`config.mk`:
```
export PLATFORM = sky130hd
export DESIGN_NAME = interp_tap_sum
export DESIGN_NICKNAME = d
export VERILOG_FILES = /design/src/rtl/interp_tap_sum.sv
export SDC_FILE = /design/constraint.sdc
export NUM_CORES = 1
export LEC_CHECK = 0
export BUFFER_PORTS_ARGS = -buffer_cell sky130_fd_sc_hd__buf_4
export CORE_ASPECT_RATIO = 1.25
export CORE_MARGIN = 2
export CORE_UTILIZATION = 57
export CTS_CLUSTER_DIAMETER = 80
export DETAILED_ROUTE_END_ITERATION = 6
export PLACE_DENSITY = 0.82
export SLEW_MARGIN = 10
export SYNTH_ARGS = -nofsm -noshare
export SYNTH_HDL_FRONTEND = slang
export SYNTH_SLANG_ARGS = --single-unit
```
`constraint.sdc`:
```
create_clock -name clk -period 4.45 [get_ports clk]
set_clock_uncertainty 0.2 [all_clocks]
set_input_delay 0.6675 -clock clk [delete_from_list [all_inputs] [get_ports clk]]
set_output_delay 0.6675 -clock clk [all_outputs]
set_load 0.05 [all_outputs]
```
`src/rtl/interp_tap_sum.sv`:
```
// Signs, sums, rounds, shifts and clips four interpolation tap products into one sample.
// Two-stage pipeline with 2-cycle latency; each stage loads when it is empty or the next stage drains.
module interp_tap_sum #(
  parameter int          DATA_W   = 32,
  parameter int          OUT_W    = 10,
  parameter int          SHIFT    = 6,
  parameter logic [3:0]  NEG_TAPS = 4'b1001
) (
  input  logic                     clk,
  input  logic                     rst,
  input  logic                     in_valid,
  output logic                     in_ready,
  input  logic [3:0]               in_frac,
  input  logic signed [DATA_W-1:0] in_p0,
  input  logic signed [DATA_W-1:0] in_p1,
  input  logic signed [DATA_W-1:0] in_p2,
  input  logic signed [DATA_W-1:0] in_p3,
  input  logic signed [DATA_W-1:0] in_center,
  output logic                     out_valid,
  input  logic                     out_ready,
  output logic [OUT_W-1:0]         out_data
);

  // Two guard bits keep the four-term sum of full-scale products from wrapping.
  localparam int SW = DATA_W + 2;
  localparam logic signed [SW-1:0] RND  = SW'(64'(1) << (SHIFT - 1));
  localparam logic signed [SW-1:0] MAXV = SW'((64'(1) << OUT_W) - 64'(1));

  function automatic logic signed [SW-1:0] sext(input logic signed [DATA_W-1:0] x);
    return {{2{x[DATA_W-1]}}, x};
  endfunction

  function automatic logic signed [SW-1:0] sgn(input logic signed [DATA_W-1:0] x,
                                               input logic neg);
    logic signed [SW-1:0] e;
    e = sext(x);
    return neg ? -e : e;
  endfunction

  logic                     v1, v2;
  logic                     en1, en2;
  logic signed [SW-1:0]     s01, s23;
  logic                     byp1;
  logic signed [DATA_W-1:0] c1;

  logic signed [SW-1:0]     acc;
  logic signed [SW-1:0]     r;
  logic [OUT_W-1:0]         clip;

  assign en2       = !v2 || out_ready;
  assign en1       = !v1 || en2;
  assign in_ready  = en1;
  assign out_valid = v2;

  always_ff @(posedge clk or posedge rst) begin
    if (rst) begin
      v1   <= 1'b0;
      s01  <= '0;
      s23  <= '0;
      byp1 <= 1'b0;
      c1   <= '0;
    end else if (en1) begin
      v1   <= in_valid;
      s01  <= sgn(in_p0, NEG_TAPS[0]) + sgn(in_p1, NEG_TAPS[1]);
      s23  <= sgn(in_p2, NEG_TAPS[2]) + sgn(in_p3, NEG_TAPS[3]);
      byp1 <= (in_frac == 4'd0);
      c1   <= in_center;
    end
  end

  // Full-pel beats skip rounding and normalisation but still pass the clip.
  always_comb begin
    acc  = s01 + s23 + RND;
    r    = byp1 ? sext(c1) : (acc >>> SHIFT);
    clip = '0;
    if (r < 0)
      clip = '0;
    else if (r > MAXV)
      clip = MAXV[OUT_W-1:0];
    else
      clip = r[OUT_W-1:0];
  end

  always_ff @(posedge clk or posedge rst) begin
    if (rst) begin
      v2       <= 1'b0;
      out_data <= '0;
    end else if (en2) begin
      v2       <= v1;
      out_data <= clip;
    end
  end

endmodule

```
==> run metrics <==
mapped cell area=0.00947 mm²; Setup CP Type=reg -> reg; Synth area leaders=dfrtp_1, ha_1, nand2_1; antenna-violating nets left=0; Fin Setup TNS=0 ns; critical path peak fanout=10; most numerous cell in the Yosys netlist=nand2_1; sequential share of power=24.9%; Area growth, synth to finish=23.0%; final setup vio count=0; Avg Vias per Cell=5.70; syn_area_per_cell=8.15 µm²; hold_buf cts=0; relative slew slack=42.0%; Top FF cell, synth=dfrtp_1; Crit path largest cell delay=0.58 ns; Pleak=5.86 nW; CP Data Arrival Time=4.07 ns; Reg-to-Reg Start=s01[5]; antenna cells=0; CP endpoint kind=flip-flop; Initial Util=58.4%; Syn Inst Count=1,161; CP max stage cell=nor4b_4; Post-layout nets=1,635; clk sinks=113; width of the die=119 µm; Setup crit start=s01[5]; Pint=3.35 mW; final core utilization=71.9%; global-route wire length before repair=38,900 µm; GR Util All Layers=26.8%; synth cell count leaders=nand2_1, ha_1, a21oi_1; top cell type's share of synthesized area=29.9%; clock share of power=24.3%; gp weighted congestion=0.979; required time worst endpoint=4.50 ns; CP top delay family=compound AO/OA/AOI/OAI gates; Core Footprint=0.0162 mm²; Post-CTS Setup Repair Bufs=0; layout cells sized above 1=17.9%; status=finished clean; Min Clock Period, post-route=4.03 ns; Final Hold Violating Endpoints=0; final count of pins violating max slew=0; routed len/inst=15.0 µm; number of buffers created by CTS=17; flops & latches, synth=113; syn_nets=1,458; Highest Clock Rate=0.248 GHz; Power Density=482 mW/mm²; Max Buffers Root-to-Sink=2; Die Area=0.0177 mm²; Congestion Overflow GR=0; RSZ-0062 raised after global routing=no; Gate power share=50.9%; Routed WL=23,600 µm; worst-margin pin slew=0.869 ns; CTS resizes=0; Peak VDD IR=0.328 mV; die height=148 µm; worst min path class=in -> async; Synth cell types=70; CTS tree=yes; IO Pins=180; vias post-DR=8,933; switching power total=2.26 mW; biggest area consumer among synthesized cells=dfrtp_1; Synth async-reset ratio=100%; clock slew at reported path FFs=0.05 ns; H-tree Lvls=4; vias in the first global route=8,615; Ys Warns=0; worst-path cell chain=inv_1 > ha_1 > inv_1 > ha_1 > a21oi_1 > and4_1 > a22oi_2 > a221o_1 > a21o_1 > xor2_1 > nor4_1 > a21oi_1 > nor4b_4 > a22oi_1; Buf/Inv on CP=2; Worst setup SP type=flip-flop; Final period util=90.5%; DRC viols=0; Seq/Total Area, Yosys=29.9%; 1st-iter DRT viols=590; largest net degree at the start of global routing=74; number of synthesized flops with an enable pin=0; Switching Share=40.3%; site row count=52; number of max-cap violations=0; drt pass-1 iters=5; root buf cell=clkbuf_16; PortBufs=179; dpl hpwl=18,100 µm; antenna violations before repair=0; clock insertion delay at the later pin of the skew report=0.42 ns
==> logic make-up after synthesis <==
group	after synthesis	share of synthesized area, %
mux	3	0.330
buf+inv	120	4.76
xor+xnor	77	7.12
compound gates	319	21.5
simple gates	400	19.2
flops	113	29.9
fa+ha+maj	129	17.2
==> per-layer routing <==
| metal | routed length, µm | vias to the layer above | GRT usage (%) |
|---|---|---|---|
| li1 | - | 4426 | - |
| met1 | 10300 | 4157 | 35.8 |
| met2 | 11300 | 310 | 45.7 |
| met3 | 1460 | 40 | 3.76 |
| met4 | 432 | 0 | 7.50 |
| met5 | 0 | - | 0 |
==> path summary, 6_finish.rpt <==
check / endpoint / slack, ns / cells after the start
worst max-delay path: out_data[3] / 0.42 / 14
worst min-delay path: c1[3] / 0.25 / 2
worst max register to register: out_data[3] / 0.42 / 14
worst min register to register: c1[19] / 0.26 / 2
max in group asynchronous: c1[27] / 2.98 / 3
min in group clk: c1[3] / 0.25 / 3
==> layout make-up <==
class	count	area, µm²
Multi-Input combinational cell	928	6190
Fill cell	1261	4560
Sequential cell	113	2830
Timing Repair Buffer	190	1430
Clock buffer	20	457
Inverter	88	333
Tap cell	216	270
Clock inverter	11	138
==> layout by cell type, fill, tap and decap left out, types with 9 or more instances in the layout <==
cell | Yosys | routed
a21oi_1 | 118 | 118
o21ai_0 | 63 | 63
inv_1 | 87 | 86
nand2b_1 | 18 | 18
nor4_1 | 9 | 9
and3_1 | 12 | 12
o21a_1 | 14 | 14
a22oi_1 | 10 | 10
nor3_1 | 10 | 10
dfrtp_1 | 113 | 113
xor2_1 | 45 | 45
nor2_1 | 96 | 96
clkbuf_16 | 0 | 17
xnor2_1 | 32 | 32
a211oi_1 | 12 | 12
ha_1 | 127 | 127
nand4_1 | 9 | 9
nand2_1 | 184 | 184
a21o_1 | 24 | 24
nand3_1 | 14 | 14
buf_4 | 0 | 190
nor2b_1 | 14 | 14
==> power groups by stage <==
stage	Sequential, mW	Clock (mW)	Combinational, mW
3_5_place_dp	1.41	0	2.79
2_1_floorplan	1.53	0	1.97
6_report	1.40	1.36	2.86
3_3_place_gp	1.40	0	2.74
5_1_grt	1.42	1.41	3.17
4_1_cts	1.39	1.37	2.84
==> through the flow <==
stage | instance area [µm²] | setup WS (ns) | power (mW) | hold WS (ns) | cells
finish | 11600 | 0.421 | 5.62 | 0.249 | 1566
global route | 11600 | 0.191 | 6.00 | 0.257 | 1566
CTS | 11600 | 0.492 | 5.60 | 0.241 | 1566
detailed placement | 11000 | 0.384 | 4.20 | 0.252 | 1535
global placement | 11000 | 0.475 | 4.14 | 0.243 | 1535
floorplan | 9470 | 0.595 | 3.50 | 0.230 | 1161
==> flip-flops by register name, summed over array words and instances, names as in the netlist <==
register	count
s01	34
out_valid	1
out_data	10
c1	32
byp1	1
s23	34
v1	1
==> worst register-to-register path, delay by kind of cell, from the launching register on <==
kind                       cells  cell delay [ns]
buffers and inverters          2             0.10
DFF                            1             0.37
AOI/OAI and AO/OA              6             1.36
and+or+nand+nor                3             1.11
xor gates and xnor gates       1             0.14
adders and majority gates      2             0.58
Power figures use the tool's default switching activity.
